**src/rtl/seq_detect_prog.sv**
```systemverilog
// Programmable sequence detector with write-protected pattern slots, overlap mode and a saturating match counter.
// Optional inter-symbol timeout is enabled by defining SEQ_DET_TIMEOUT_EN.
module seq_detect_prog #(
  parameter int SYM_W   = 4,
  parameter int MAX_LEN = 8,
  parameter int CNT_W   = 8,
  parameter int TO_CYC  = 16
) (
  input  logic                         clk,
  input  logic                         reset,
  input  logic                         en,
  input  logic                         cfg_we,
  input  logic [$clog2(MAX_LEN)-1:0]   cfg_addr,
  input  logic [SYM_W-1:0]             cfg_sym,
  input  logic [$clog2(MAX_LEN+1)-1:0] cfg_len,
  input  logic                         cfg_overlap,
  input  logic                         in_valid,
  input  logic [SYM_W-1:0]             in_sym,
  input  logic                         cnt_clr,
  output logic                         match,
  output logic [CNT_W-1:0]             match_cnt,
  output logic [$clog2(MAX_LEN+1)-1:0] idx,
  output logic                         cfg_err
`ifdef SEQ_DET_TIMEOUT_EN
  ,
  output logic                         timeout
`endif
);

  localparam int AW = $clog2(MAX_LEN);
  localparam int LW = $clog2(MAX_LEN+1);

  typedef enum logic [1:0] {
    ST_IDLE  = 2'd0,
    ST_HUNT  = 2'd1,
    ST_TRACK = 2'd2
  } state_t;

  logic [SYM_W-1:0] pat_r [MAX_LEN];
  logic [LW-1:0]    len_r;
  logic             overlap_r;
  logic             cfg_err_r;
  state_t           state_r, state_s;
  logic [LW-1:0]    idx_r, idx_s;
  logic             match_r, match_s;
  logic [CNT_W-1:0] cnt_r;
  logic             addr_ok_s, len_ok_s;
  logic [SYM_W-1:0] exp_sym_s;
  logic             hit_s, first_s, last_s;

  if (SYM_W < 1 || MAX_LEN < 2 || CNT_W < 1 || TO_CYC < 1) begin : g_bad_param
    $error("seq_detect_prog: illegal parameter value");
  end

  // Range checks only exist when the port can encode an out-of-range value.
  if ((1 << AW) > MAX_LEN) begin : g_addr_chk
    assign addr_ok_s = (cfg_addr < AW'(MAX_LEN));
  end else begin : g_addr_full
    assign addr_ok_s = 1'b1;
  end

  if (((1 << LW) - 1) > MAX_LEN) begin : g_len_chk
    assign len_ok_s = (cfg_len <= LW'(MAX_LEN));
  end else begin : g_len_full
    assign len_ok_s = 1'b1;
  end

`ifdef SEQ_DET_TIMEOUT_EN
  localparam int TW = $clog2(TO_CYC+1);
  logic [TW-1:0] to_cnt_r, to_cnt_s;
  logic          timeout_r, timeout_s;
`endif

  // Pattern registers; writes are refused while detection is enabled or the request is out of range.
  always_ff @(posedge clk) begin
    if (!reset) begin
      for (int i = 0; i < MAX_LEN; i++) pat_r[i] <= {SYM_W{1'b0}};
      len_r     <= LW'(0);
      overlap_r <= 1'b0;
      cfg_err_r <= 1'b0;
    end else begin
      cfg_err_r <= 1'b0;
      if (cfg_we) begin
        if (en || !addr_ok_s || !len_ok_s) begin
          cfg_err_r <= 1'b1;
        end else begin
          pat_r[cfg_addr] <= cfg_sym;
          len_r           <= cfg_len;
          overlap_r       <= cfg_overlap;
        end
      end
    end
  end

  // Symbol expected next: TRACK implies idx_r is nonzero and below len_r.
  always_comb begin
    exp_sym_s = pat_r[0];
    case (state_r)
      ST_TRACK:         exp_sym_s = pat_r[idx_r[AW-1:0]];
      ST_IDLE, ST_HUNT: exp_sym_s = pat_r[0];
      default:          exp_sym_s = pat_r[0];
    endcase
  end

  assign hit_s   = (in_sym == exp_sym_s);
  assign first_s = (in_sym == pat_r[0]);
  assign last_s  = ((idx_r + LW'(1)) == len_r);

  // Next-state, progress index and match pulse.
  always_comb begin
    state_s = state_r;
    idx_s   = idx_r;
    match_s = 1'b0;
`ifdef SEQ_DET_TIMEOUT_EN
    to_cnt_s  = {TW{1'b0}};
    timeout_s = 1'b0;
`endif
    if (!en || len_r == LW'(0)) begin
      state_s = ST_IDLE;
      idx_s   = LW'(0);
    end else begin
      if (in_valid) begin
        if (hit_s) begin
          if (last_s) begin
            match_s = 1'b1;
            if (overlap_r && len_r > LW'(1) && first_s) begin
              idx_s = LW'(1);
            end else begin
              idx_s = LW'(0);
            end
          end else begin
            idx_s = idx_r + LW'(1);
          end
        end else begin
          // Single-symbol restart only: the failing symbol may begin a new attempt.
          if (first_s) begin
            idx_s = LW'(1);
          end else begin
            idx_s = LW'(0);
          end
        end
      end else begin
`ifdef SEQ_DET_TIMEOUT_EN
        if (state_r == ST_TRACK) begin
          if (to_cnt_r == TW'(TO_CYC - 1)) begin
            idx_s     = LW'(0);
            timeout_s = 1'b1;
          end else begin
            to_cnt_s = to_cnt_r + TW'(1);
          end
        end else begin
          to_cnt_s = {TW{1'b0}};
        end
`else
        idx_s = idx_r;
`endif
      end
      if (idx_s == LW'(0)) begin
        state_s = ST_HUNT;
      end else begin
        state_s = ST_TRACK;
      end
    end
  end

  // Detector state and registered pulses.
  always_ff @(posedge clk) begin
    if (!reset) begin
      state_r <= ST_IDLE;
      idx_r   <= LW'(0);
      match_r <= 1'b0;
    end else begin
      state_r <= state_s;
      idx_r   <= idx_s;
      match_r <= match_s;
    end
  end

  // Saturating match counter; clear has priority over a coincident match.
  always_ff @(posedge clk) begin
    if (!reset) begin
      cnt_r <= {CNT_W{1'b0}};
    end else if (cnt_clr) begin
      cnt_r <= {CNT_W{1'b0}};
    end else if (match_s && cnt_r != {CNT_W{1'b1}}) begin
      cnt_r <= cnt_r + CNT_W'(1);
    end
  end

`ifdef SEQ_DET_TIMEOUT_EN
  // Idle-gap counter and timeout pulse.
  always_ff @(posedge clk) begin
    if (!reset) begin
      to_cnt_r  <= {TW{1'b0}};
      timeout_r <= 1'b0;
    end else begin
      to_cnt_r  <= to_cnt_s;
      timeout_r <= timeout_s;
    end
  end
  assign timeout = timeout_r;
`endif

  assign match     = match_r;
  assign match_cnt = cnt_r;
  assign idx       = idx_r;
  assign cfg_err   = cfg_err_r;

endmodule

```
**config.mk**
```make
export PLATFORM = sky130hd
export DESIGN_NAME = seq_detect_prog
export DESIGN_NICKNAME = d
export VERILOG_FILES = /design/src/rtl/seq_detect_prog.sv
export SDC_FILE = /design/constraint.sdc
export NUM_CORES = 1
export LEC_CHECK = 0
export CAP_MARGIN = 20
export CORE_MARGIN = 8
export CORE_UTILIZATION = 50
export DETAILED_ROUTE_END_ITERATION = 12
export HOLD_SLACK_MARGIN = 0.02
export PLACE_DENSITY = 0.73
export SYNTH_ARGS = -nofsm -noshare
export SYNTH_HDL_FRONTEND = slang
export SYNTH_SLANG_ARGS = --single-unit
```
**constraint.sdc**
```tcl
create_clock -name clk -period 2.8 [get_ports clk]
set_clock_uncertainty 0.1 [all_clocks]
set_input_delay 0.56 -clock clk [delete_from_list [all_inputs] [get_ports clk]]
set_output_delay 0.56 -clock clk [all_outputs]
set_load 0.005 [all_outputs]
```
Word-level counts from Yosys, hierarchy flattened
Memories as Yosys holds them, arrays and structs flattened. A register that Yosys moved wholly into a read port is not among the register bits.
Cells that the tools add are included.
- add/sub/neg operators: 2
- $lt $le $gt $ge: 2
- eq/ne operators: 5
- muxes and demuxes: 22
- bitwise gates (word level): 2
- reduce and logical (&&, ||, !) cells: 14
- operator list (operator ; number):
    4-bit 2-to-1 mux ; 6
    1-bit 2-to-1 mux ; 13
    4-bit equality test ; 3
    8-bit by 1-bit adder with 8-bit output, second input constant ; 1
    4-bit zero test ; 2
    8-bit != test, second input constant ; 1
    3-bit 2-to-1 mux ; 2
    4-bit by 1-bit adder with 4-bit output, second input constant ; 1
    4-bit by 1-bit greater-than comparator with 1-bit output, second input constant ; 1
    4-bit less-or-equal comparator, second input constant ; 1
    2-bit AND reduction ; 2
    2-bit OR reduction ; 2
    4-bit OR reduction ; 1
    1-bit logical AND ; 3
    2-bit equality test, second input constant ; 1
    1-bit zero test ; 2
    1-bit logical OR ; 2
    2-bit 2-to-1 mux ; 1
    1-bit inverter ; 2
- bits in registers: 21
- bits in writable memories: 32
- input port bits: 22
- output and inout port bits: 14
- logic and storage cells: 55
- memories kept: 1
- memory list (memory ; depth ; width ; read ports ; clocked after Yosys merged registers in ; wr ports ; line ; text):
    pat_r ; 8 ; 4 ; 2 ; 1 ; 8 ; 39 ; logic [SYM_W-1:0] pat_r [MAX_LEN];

Depth between registers and ports, before layout
Gate-level depths: netlist (run 1).
- depth after elaboration: 10
- mapped depth: 10
- mapped depth without buffers: 8

Least setup slack after synthesis (run 1)
OpenSTA, ideal clock, no wires.
- path type: register to register
- from: register idx_r[1] (netlist: idx[1])
- to: register cnt_r[3] (netlist: match_cnt[3])
- setup time: 0.135 ns
- data arrival time: 2.359 ns
- required time: 2.565 ns
- path slack: 0.206 ns
- cell stages (with the launch flop): 9
- clock period less this slack: 2.594 ns
- path through: dfxtp_1 > ha_1 > xnor2_1 > xnor2_1 > nor4_2 > and3_1 > nand2_1 > o311ai_0 > o41ai_1
- word-level cells in the longest chain between the ends: 7
- ends and longest elaborated chain (item ; line ; text):
    from (decl) ; 44 ; logic [LW-1:0] idx_r, idx_s;
    from (signal assigned) ; 174 ; idx_r <= idx_s;
    4-bit by 1-bit adder with 4-bit output ; 107 ; assign last_s = ((idx_r + LW'(1)) == len_r);
    4-bit equality test ; 107 ;
    1-bit 2-to-1 mux ; 124 ; if (last_s) begin
    1-bit 2-to-1 mux ; 123 ; if (hit_s) begin
    1-bit 2-to-1 mux ; 122 ; if (in_valid) begin
    1-bit 2-to-1 mux ; 118 ; if (!en || len_r == LW'(0)) begin
    1-bit logical AND ; 185 ; end else if (match_s && cnt_r != {CNT_W{1'b1}}) begin
    to (signal assigned) ; 182 ; cnt_r <= {CNT_W{1'b0}};
    to (signal assigned) ; 184 ; cnt_r <= {CNT_W{1'b0}};
    to (signal assigned) ; 186 ; cnt_r <= cnt_r + CNT_W'(1);
    to (decl) ; 46 ; logic [CNT_W-1:0] cnt_r;
Every way passes these cells.
A chain may end at the register's enable or synchronous reset.

Worst setup path after layout (run 1)
- from: register idx_r[0] (netlist: idx[0])
- to: register cnt_r[7] (netlist: match_cnt[7])
The elaborated chain is that of the path after synthesis.

==> key figures, run 1 <==
Floorplanning
  – Core Region: about 0.0055 mm2
  – Core Rows: 27
  – Top Ports: 36
  – Die Y-Extent: 92.02 um
  – Die area: 0.008467 mm2
  – Initial Util: 0.5215
  – Die Width: 92.02 um

Setup path
  – Crit end category: register
  – Worst Setup Start Kind: register
  – Worst path slowest cell: mux4_1
  – Buf/Inv on CP: 2
  – R2r endpoint: match_cnt[7]
  – Crit path to: match_cnt[7]
  – Setup CP Type: reg -> reg
  – Worst R2R Path Depth: 8
  – Arr. time, crit path: ~2.8 ns
  – CP Depth: 8
  – R2r setup slk: ~0.17 ns
  – Top Family by Delay on Critical Path: multiplexers
  – Worst-path cell chain: buf_4 > mux4_1 > mux2i_1 > buf_4 > xor2_4 > a31oi_4 > or4_1 > a21oi_1
  – Most frequent CP cell: buf_4
  – Crit path launch: idx[0]
  – Worst R2R Start: idx[0]
  – Maximum fanout along the worst path: 9
  – Worst path max stage delay: roughly 0.54 ns
  – Crit path required time: about 2.9 ns

Logic synthesis
  – Yosys warnings: 0
  – Asr flop ratio synth: 0
  – EDFF count, synth: 32
  – Dominant synthesized flop cell: edfxtp_1
  – Register area share after synthesis: 0.4781
  – Synth Instances: around 270
  – Avg Inst Size Synth: 10.66 um2
  – #FFs+latches synth: 53
  – Synth cell types: 47
  – Post-Syn Area: around 0.0029 mm2
  – Post-synth net total: between 200 and 300

Pwr
  – Lkg Pwr: around 1.3 nW
  – PwrDens: between 400 and 500 mW/mm2
  – Sequential share of power: 0.564
  – Switching share of power: 0.2199
  – Combinational power share: 0.105
  – Internal: ~1.2 mW
  – Sw power: between 0.3 and 0.4 mW
  – Worst-case vdd ir drop: just over 0.0003 V
  – Clock power frac: 0.331

Run status
  – Status: finished clean

Layout
  – Final cell count without fillers: slightly above 400
  – Final-stage net count: 358
  – Diode count: 0
  – Proportion of layout cells with a drive suffix above 1: 0.1343
  – Fill cells: 458
  – Most common cell after layout, fill and taps aside: clkdlybuf4s50_1
  – FF/Latch Area: 0.001386 mm2
  – Area Overhead vs Synth: 25.64%
  – Commonest non-fill, non-tap cells in the layout: clkdlybuf4s50_1 (35), and2_1 (34), edfxtp_1 (32), buf_4 (29), nand2_1 (22)
  – Multi-input gate area: about 0.0015 mm2
  – Final instance area: around 0.0036 mm2

Clock tree
  – Clock Sinks: between 50 and 60
  – CTS clock-pin slew for the worst setup and hold paths: around 0.090 ns
  – TritonCTS clock tree: yes
  – Num CTS Buffers: 5
  – Root buf cell: clkbuf_8
  – CTS max path bufs: 2
  – Hold Buf Count CTS: 0
  – H-tree depth: 2
  – Worst-Skew Late Latency: 0.30 ns

Route
  – Post-route DRC: 0
  – Avg Vias per Cell: about 5.5
  – Antenna Nets Post-Route: 0
  – Wire length per cell: ~16 um
  – Drt total wl: approximately 6.5 mm
  – Initial DRC count: 90
  – Via count: 2250
  – First-pass DRT Iterations: 4

STA
  – RSZ-0062 raised after global routing: false
  – Setup violators final: 0
  – Slew Limit Fails: 0
  – Final worst path period need: roughly 2.6 ns
  – Final hold vios: 0
  – Worst hold slack: roughly 0.38 ns
  – Fmax: 380.7 MHz
  – Worst slew margin: 0.6694
  – Final worst-path cycle share: 0.9381
  – Tightest Pin Transition: around 0.5 ns

GRT
  – Final global-route overflow total: 0
  – GR Util All Layers: 0.1614
  – Vias in the first global route: between 2000 and 2500
  – First-pass GRT wire length: ~11 mm
  – Largest net degree at the start of global routing: 17
  – Antenna violations before repair: 0

Flow run
  – Max cap viols: 0

Placed design
  – IO Port Bufs: 35
  – Placed insts: around 400
  – Placement Cell Area: 0.003505 mm2
  – Final Wtd Congestion: 0.8383
  – Post-DP HPWL: 5.065 mm

Hold path
  – Hold WC Path Type: reg -> reg
power groups by stage:
stage	Combinational [mW]	Clock [mW]	Sequential [mW]
after floorplan	0.0781	0	0.879
after global placement	0.157	0	0.885
after detailed placement	0.160	0	0.886
after CTS	0.161	0.523	0.868
after global routing	0.175	0.555	0.870
final	0.160	0.508	0.866
tightest hold or removal path, stage by stage (launching register included):
cell and delay [ns]:
dfxtp_1 0.32, nand2_1 0.05, a21boi_0 0.07
state kept, by name, indices dropped and copies added (netlist names):
register   cells
pat_r         32
len_r          4
overlap_r      1
idx            4
match          1
match_cnt      8
cfg_err        1
state_r        2
worst min path at each step:
stage | start | endpoint | slack, ns | cells past startpoint
finish | overlap_r | overlap_r | 0.38 | 2
global route | overlap_r | overlap_r | 0.41 | 2
CTS | overlap_r | overlap_r | 0.38 | 2
detailed placement | overlap_r | overlap_r | 0.37 | 2
global placement | overlap_r | overlap_r | 0.36 | 2
floorplan | overlap_r | overlap_r | 0.34 | 2
cell usage after synthesis, types with 2 or more instances:
master	instances	area [um2]
xnor2_1	9	78.83
and2_1	34	212.7
mux2i_1	11	110.1
inv_1	4	15.01
a22oi_1	4	30.03
nand2b_1	12	75.07
a21oi_1	11	55.05
nand3_1	10	50.05
nand2_1	22	82.58
nor4_1	2	12.51
o311ai_0	3	26.28
and3b_1	2	17.52
edfxtp_1	32	960.9
o21ai_0	10	50.05
mux4_1	4	105.1
nor2b_1	4	25.02
dfxtp_1	21	420.4
a21boi_0	6	45.04
o41ai_1	4	35.03
and3_1	8	50.05
xor2_1	2	17.52
or3_1	6	37.54
ha_1	2	25.02
a211o_1	3	26.28
a21o_1	2	15.01
clkbuf_1	5	18.77
nand3b_1	3	22.52
nor3_1	6	30.03
nor2_1	11	41.29
logic make-up after synthesis:
logic type               share of synthesized area
AND/OR/NAND/NOR                             0.2391
flip-flops                                  0.4781
AO/OA/AOI/OAI                               0.1369
multiplexers                               0.07449
buffers and inverters                      0.01992
XOR/XNOR                                   0.04288
adder cells (fa/ha/maj)                   0.008660
layer usage:
layer,share of wire,track usage
met1,0.42,0.1773
met2,0.53,0.3045
met3,0.037,0.03260
met4,0.013,0.04430
met5,0,0
repair_timing:
item	4_1_cts	5_1_grt
setup buffers	0	0
resized for setup	1	5
setup endpoints to repair	5	8
per-stage QoR:
step / utilization / setup WS, ns / TNS (ns) / power, mW
2_1_floorplan: - / 0.2057 / 0 / 0.9572
3_3_place_gp: 0.6326 / -0.03455 / -0.1381 / 1.042
3_5_place_dp: 0.6326 / -0.1890 / -2.108 / 1.046
4_1_cts: 0.6527 / 0.09529 / 0 / 1.552
5_1_grt: 0.6551 / 0.03431 / 0 / 1.600
6_report: 0.6551 / 0.1735 / 0 / 1.535
final cells by class:
class | count | share of cell area
Clock buffer | 5 | 0.01896
Timing Repair Buffer | 64 | 0.1565
Multi-Input combinational cell | 206 | 0.4023
Tap cell | 72 | 0.02482
Clock inverter | 3 | 0.01138
Sequential cell | 53 | 0.3819
Inverter | 4 | 0.004137
No activity file was read; power rests on OpenSTA's default activity.
==> run 2: changes to the inputs <==
--- a/config.mk
+++ b/config.mk
@@ -11,6 +11,7 @@
 export DETAILED_ROUTE_END_ITERATION = 12
 export HOLD_SLACK_MARGIN = 0.02
 export PLACE_DENSITY = 0.73
+export REMOVE_ABC_BUFFERS = 1
 export SYNTH_ARGS = -nofsm -noshare
 export SYNTH_HDL_FRONTEND = slang
 export SYNTH_SLANG_ARGS = --single-unit
==> constraint.sdc (replaced) <==
create_clock -name clk -period 2.8 [get_ports clk]
set_clock_uncertainty 0.1 [all_clocks]
set_input_delay 0.56 -clock clk [delete_from_list [all_inputs] [get_ports clk]]
set_output_delay 0.56 -clock clk [all_outputs]
set_load 0.05 [all_outputs]
==> run 2 against run 1 <==
Compared with the run above: via count down 0.84%; cell count is 0.98% lower; register-to-register slack got worse by 0.03 ns; total power up 3.0%; sequential share of layout area rose by 0.12 points; count of clock-buffer cells in the layout stayed put; sequential cell count unchanged; hold slack worse by 0.012 ns; clock power up 8.5%; maximum frequency decreased by 1.2%; global-route usage is 0.21 points lower.
==> key figures, run 2 (synthesis results as in run 1) <==
Pwr
  – Internal: 1.208 mW (was 1.197 mW)
  – Worst-case vdd ir drop: 0.0003528 V (was 0.0003110 V)
  – Combinational power share: 0.102 (was 0.105)
  – Total Power: 1.580 mW (was 1.535 mW)
  – Sw power: 0.3721 mW (was 0.3375 mW)
  – Switching share of power: 0.2355 (was 0.2199)
  – Sequential share of power: 0.550 (was 0.564)
  – Lkg Pwr: 1.299 nW (was 1.308 nW)
  – Clock power frac: 0.349 (was 0.331)
  – PwrDens: 437.8 mW/mm2 (was 422.8 mW/mm2)

Clock tree
  – CTS max path bufs: 2 (unchanged)
  – Clock Sinks: 53 (unchanged)
  – H-tree depth: 2 (unchanged)
  – Hold Buf Count CTS: 0 (unchanged)
  – Number of setup buffers added after CTS: 0 (unchanged)
  – Num CTS Buffers: 5 (unchanged)
  – Root buf cell: clkbuf_8 (unchanged)
  – CTS clock-pin slew for the worst setup and hold paths: 0.10 ns (was 0.09 ns)
  – Worst-Skew Late Latency: 0.32 ns (was 0.30 ns)
  – TritonCTS clock tree: yes (unchanged)

Route
  – Drt total wl: 6.469 mm (was 6.516 mm)
  – Post-route DRC: 0 (unchanged)
  – Antenna Nets Post-Route: 0 (unchanged)
  – Avg Vias per Cell: 5.536 (was 5.528)
  – Wire length per cell: 16.05 um (was 16.01 um)
  – Initial DRC count: 132 (was 90)
  – First-pass DRT Iterations: 4 (unchanged)
  – Via count: 2231 (was 2250)

Placed design
  – Final Wtd Congestion: 0.8461 (was 0.8383)
  – Placement Cell Area: 0.003472 mm2 (was 0.003505 mm2)
  – Post-DP HPWL: 4.886 mm (was 5.065 mm)
  – IO Port Bufs: 35 (unchanged)
  – Placed insts: 395 (was 399)
  – Pre-CTS setup slack: -0.04822 ns (was -0.1890 ns)

Layout
  – Final core utilization: 0.6513 (was 0.6551)
  – Final cell count without fillers: 403 (was 407)
  – Area Overhead vs Synth: 24.90% (was 25.64%)
  – Diode count: 0 (unchanged)
  – Fill cells: 440 (was 458)
  – Final instance area: 0.003608 mm2 (was 0.003630 mm2)
  – Final-stage net count: 354 (was 358)
  – Max reg flops: 32 (unchanged)
  – Biggest register: pat_r (unchanged)
  – Commonest non-fill, non-tap cells in the layout: and2_1 (34), clkdlybuf4s50_1 (34), edfxtp_1 (32), buf_4 (25), nand2_1 (22) (was clkdlybuf4s50_1 (35), and2_1 (34), edfxtp_1 (32), buf_4 (29), nand2_1 (22))
  – Proportion of layout cells with a drive suffix above 1: 0.1299 (was 0.1343)

Floorplanning
  – Top Ports: 36 (unchanged)
  – Die area: 0.008467 mm2 (unchanged)
  – Core Region: 0.005540 mm2 (unchanged)
  – Initial Util: 0.5215 (unchanged)
  – Die Width: 92.02 um (unchanged)
  – Die Y-Extent: 92.02 um (unchanged)
  – Core Rows: 27 (unchanged)

GRT
  – Met1 GRT Util: 0.1923 (was 0.1773)
  – M3 GR Usage: 0.03667 (was 0.03260)
  – Global route hottest layer: met2 (unchanged)
  – GRT met2 Usage: 0.2777 (was 0.3045)
  – Antenna violations before repair: 0 (unchanged)
  – Largest net degree at the start of global routing: 19 (was 17)
  – GR Util All Layers: 0.1593 (was 0.1614)
  – Vias in the first global route: 2266 (was 2337)
  – First-pass GRT wire length: 10.82 mm (was 11.08 mm)
  – Final global-route overflow total: 0 (unchanged)

STA
  – Sum Neg Setup Slack: 0 ns (unchanged)
  – RSZ-0062 raised after global routing: false (unchanged)
  – Final Worst Setup Slack: 0.1409 ns (was 0.1735 ns)
  – Final worst-path cycle share: 0.9497 (was 0.9381)
  – Final hold vios: 0 (unchanged)
  – Tightest Pin Transition: 0.5134 ns (was 0.4949 ns)
  – Worst hold slack: 0.3697 ns (was 0.3819 ns)
  – Worst slew margin: 0.6567 (was 0.6694)
  – Final worst path period need: 2.659 ns (was 2.627 ns)
  – Setup violators final: 0 (unchanged)
  – Slew Limit Fails: 0 (unchanged)
  – Fmax: 376.1 MHz (was 380.7 MHz)

Setup path
  – Maximum fanout along the worst path: 15 (was 9)
  – Crit path required time: 2.90 ns (was 2.94 ns)
  – Worst R2R Start: idx[0] (unchanged)
  – R2r endpoint: match_cnt[4] (was match_cnt[7])
  – Worst Setup Start Kind: register (unchanged)
  – Worst R2R Path Depth: 8 (unchanged)
  – Arr. time, crit path: 2.76 ns (about the same)
  – R2r setup slk: 0.14 ns (was 0.17 ns)
  – Crit end category: register (unchanged)
  – Setup CP Type: reg -> reg (unchanged)

Run status
  – Status: finished clean (unchanged)

Flow run
  – Max cap viols: 0 (unchanged)

Hold path
  – Hold Crit Depth: 2 (unchanged)
  – Hold Path End: overlap_r (unchanged)
  – HP Start: overlap_r (unchanged)
  – Hold WC Path Type: reg -> reg (unchanged)
-- run 2: cell count changes in the layout (fill, tap and decap cells not counted), sizes merged --
cell | previous run | this run
buf | 29 | 26
inv | 4 | 6
clkdlybuf4s50 | 35 | 34
clkinv | 1 | 0
clkinvlp | 1 | 0
-- run 2: power groups by stage --
stage | clock network [mW] | registers, mW | logic, mW
6_report | 0.551 | 0.868 | 0.161
5_1_grt | 0.586 | 0.871 | 0.176
4_1_cts | 0.556 | 0.868 | 0.161
3_5_place_dp | 0 | 0.886 | 0.160
3_3_place_gp | 0 | 0.885 | 0.157
2_1_floorplan | 0 | 0.882 | 0.0730
-- run 2: cell type report --
class / count / area [um2] / share of cell area
clock buffer: 5 / 68.82 / 0.01907
clock inverter: 3 / 47.55 / 0.01318
inverter: 4 / 15.01 / 0.004161
multi-input combinational: 206 / 1461 / 0.4050
sequential: 53 / 1383 / 0.3831
tap: 72 / 90.09 / 0.02497
timing repair buffer: 60 / 543.0 / 0.1505
-- run 2: worst max-delay path, cell delays in order, from the launching register on --
cell and delay, ns:
dfxtp_2 0.43, buf_8 0.20, ha_1 0.30, xor2_1 0.17, nor4_2 0.31, and3_1 0.25, nand2_1 0.23, o311ai_0 0.41
o41ai_1 0.13
-- run 2: metal layers --
metal  share of wire  wire (um)  vias up
met5               0          0        -
met4           0.014         89        0
met3           0.039        250        7
met2            0.48       3114       34
met1            0.47       3014     1060
li1                -          -     1130
-- run 2: how the worst max path moves through the flow --
stage                     startpoint      endpoint  slack, ns  cells after the start
after global routing          idx[0]    state_r[0]      0.004                      8
after floorplan               idx[0]  match_cnt[3]      -0.57                      8
after CTS                     idx[0]  match_cnt[7]       0.04                      7
after detailed placement  cfg_len[0]   pat_r[3][2]      -0.05                      8
after global placement    cfg_len[0]   pat_r[5][0]       0.04                      8
final                         idx[0]  match_cnt[4]       0.14                      8
-- run 2: timing repair --
item	4_1_cts	5_1_grt
setup endpoints to repair	5	9
pin swaps	0	2
gates resized for setup	2	6
==> run 3: changes to the inputs <==
--- a/config.mk
+++ b/config.mk
@@ -10,6 +10,7 @@
 export CORE_UTILIZATION = 50
 export DETAILED_ROUTE_END_ITERATION = 12
 export HOLD_SLACK_MARGIN = 0.02
+export MAX_ROUTING_LAYER = met4
 export PLACE_DENSITY = 0.73
 export REMOVE_ABC_BUFFERS = 1
 export SYNTH_ARGS = -nofsm -noshare
==> run 3 against run 2 <==
Compared with the run above: via count down 0.22%; wire length up 0.20%; hold slack worse by 0.0013 ns; global-route usage up 0.51 points; utilization down 0.068 points; non-clock buffer count unchanged; count of clock-buffer cells in the layout unchanged; combinational power about the same; critical path depth down 1; final area down 0.10%; sequential cell count unchanged.
==> key figures, run 3 (synthesis results as in run 1) <==
STA
  – Final hold vios: 0 (unchanged)
  – Slew Limit Fails: 0 (unchanged)
  – Worst slew margin: 0.6576 (was 0.6567)
  – Final Worst Setup Slack: 0.1303 ns (was 0.1409 ns)
  – Tightest Pin Transition: 0.5120 ns (was 0.5134 ns)
  – Setup violators final: 0 (unchanged)
  – Sum Neg Setup Slack: 0 ns (unchanged)
  – Final worst-path cycle share: 0.9535 (was 0.9497)
  – Fmax: 374.6 MHz (was 376.1 MHz)
  – RSZ-0062 raised after global routing: false (unchanged)
  – Final worst path period need: 2.670 ns (was 2.659 ns)
  – Worst hold slack: 0.3684 ns (was 0.3697 ns)

Route
  – Met3 WL: 244 um (was 250 um)
  – First-pass DRT Iterations: 4 (unchanged)
  – Wire length per cell: 16.08 um (was 16.05 um)
  – Avg Vias per Cell: 5.524 (was 5.536)
  – Via count: 2226 (was 2231)
  – Highest routing layer actually used: met4 (unchanged)
  – Post-route DRC: 0 (unchanged)
  – Antenna Nets Post-Route: 0 (unchanged)
  – Drt total wl: 6.482 mm (was 6.469 mm)
  – Initial DRC count: 145 (was 132)
  – Met1 Wirelength: 3.045 mm (was 3.014 mm)
  – Metal2 WL: 3.100 mm (was 3.114 mm)

Setup path
  – R2r endpoint: match_cnt[7] (was match_cnt[4])
  – Crit path required time: 2.96 ns (was 2.90 ns)
  – Worst R2R Path Depth: 7 (was 8)
  – Worst-path cell chain: mux4_1 > mux2i_1 > xnor2_1 > a221oi_4 > a31oi_4 > or4_1 > a21oi_1 (was buf_8 > ha_1 > xor2_1 > nor4_2 > and3_1 > nand2_1 > o311ai_0 > o41ai_1)
  – Arr. time, crit path: 2.83 ns (was 2.76 ns)
  – Setup CP Type: reg -> reg (unchanged)
  – Worst path max stage delay: 0.60 ns (was 0.43 ns)
  – Worst R2R Start: idx[0] (unchanged)
  – Worst Setup Start Kind: register (unchanged)
  – R2r setup slk: 0.13 ns (was 0.14 ns)
  – Crit end category: register (unchanged)
  – Maximum fanout along the worst path: 5 (was 15)
  – Worst path slowest cell: mux4_1 (was dfxtp_2)

GRT
  – First-pass GRT wire length: 10.82 mm (unchanged)
  – Largest net degree at the start of global routing: 19 (unchanged)
  – GR Util All Layers: 0.1644 (was 0.1593)
  – Final global-route overflow total: 0 (unchanged)
  – Vias in the first global route: 2259 (was 2266)
  – Antenna violations before repair: 0 (unchanged)

Clock tree
  – CTS max path bufs: 2 (unchanged)
  – Num CTS Buffers: 5 (unchanged)
  – Number of setup buffers added after CTS: 0 (unchanged)
  – Hold Buf Count CTS: 0 (unchanged)
  – Clock Sinks: 53 (unchanged)
  – CTS clock-pin slew for the worst setup and hold paths: 0.11 ns (was 0.10 ns)
  – Root buf cell: clkbuf_8 (unchanged)
  – TritonCTS clock tree: yes (unchanged)
  – Worst-Skew Late Latency: 0.32 ns (about the same)
  – H-tree depth: 2 (unchanged)

Hold path
  – HP Start: overlap_r (unchanged)
  – Hold WC Path Type: reg -> reg (unchanged)
  – Hold Crit Depth: 2 (unchanged)
  – Hold Path End: overlap_r (unchanged)

Floorplanning
  – Core Region: 0.005540 mm2 (unchanged)
  – Die Y-Extent: 92.02 um (unchanged)
  – Core Rows: 27 (unchanged)
  – Die area: 0.008467 mm2 (unchanged)
  – Top Ports: 36 (unchanged)
  – Die Width: 92.02 um (unchanged)
  – Initial Util: 0.5215 (unchanged)

Pwr
  – Lkg Pwr: 1.298 nW (was 1.299 nW)
  – Total Power: 1.582 mW (was 1.580 mW)
  – PwrDens: 439.0 mW/mm2 (was 437.8 mW/mm2)
  – Worst-case vdd ir drop: 0.0003522 V (was 0.0003528 V)

Layout
  – Biggest register: pat_r (unchanged)
  – Max reg flops: 32 (unchanged)
  – Proportion of layout cells with a drive suffix above 1: 0.1299 (unchanged)
  – Final-stage net count: 354 (unchanged)
  – Area Overhead vs Synth: 24.77% (was 24.90%)
  – Commonest non-fill, non-tap cells in the layout: and2_1 (34), clkdlybuf4s50_1 (34), edfxtp_1 (32), buf_4 (25), nand2_1 (22) (unchanged)
  – Diode count: 0 (unchanged)
  – Fill cells: 440 (unchanged)

Placed design
  – Final Wtd Congestion: 0.8593 (was 0.8461)
  – Pre-CTS setup slack: -0.04822 ns (unchanged)
  – Post-DP HPWL: 4.886 mm (unchanged)
  – IO Port Bufs: 35 (unchanged)

Flow run
  – Max cap viols: 0 (unchanged)

Run status
  – Status: finished clean (unchanged)
run 3: metal layers:
layer	GRT usage	vias up
li1	-	1125
met1	0.1958	1042
met2	0.2771	50
met3	0.03341	9
met4	0.04161	0
met5	-	-
run 3: timing repair:
| action | in CTS | in global routing |
|---|---|---|
| pin swaps | 0 | 1 |
| resized for setup | 2 | 6 |
| setup endpoints to repair | 5 | 9 |
run 3: layout make-up:
class | instances | area [um2] | share of cell area
Clock buffer | 5 | 68.82 | 0.01909
Clock inverter | 3 | 47.55 | 0.01319
Sequential cell | 53 | 1383 | 0.3835
Tap cell | 72 | 90.09 | 0.02499
Inverter | 4 | 15.01 | 0.004165
Timing Repair Buffer | 60 | 539.3 | 0.1496
Multi-Input combinational cell | 206 | 1461 | 0.4054
run 3: worst max path at each step:
stage	start	to	slack, ns	cells past startpoint
after floorplan	idx[0]	match_cnt[3]	-0.57	8
after global placement	cfg_len[0]	pat_r[5][0]	0.04	8
after detailed placement	cfg_len[0]	pat_r[3][2]	-0.05	8
after CTS	idx[0]	match_cnt[7]	0.04	7
after global routing	idx[0]	match_cnt[7]	0.009	8
final	idx[0]	match_cnt[7]	0.13	7
run 3: stage by stage:
step	utilization	cell area [um2]	cells
6_report	0.6506	3605	403
5_1_grt	0.6506	3605	403
4_1_cts	0.6491	3596	403
3_5_place_dp	0.6267	3472	395
3_3_place_gp	0.6267	3472	395
2_1_floorplan	-	2846	263
run 3: power by group:
part / total, mW / internal (mW) / switching (mW)
combinational: 0.161 / 0.0801 / 0.0811
clock: 0.553 / 0.273 / 0.279
sequential: 0.868 / 0.855 / 0.0139
total: 1.58 / 1.21 / 0.374
run 3: critical path: cells and delay by family, from the launching register on:
kind,cells,cell delay [ns]
xor gates and xnor gates,1,0.13
and+or+nand+nor,1,0.51
AOI/OAI and AO/OA,3,0.60
DFF,1,0.43
muxes,2,0.82
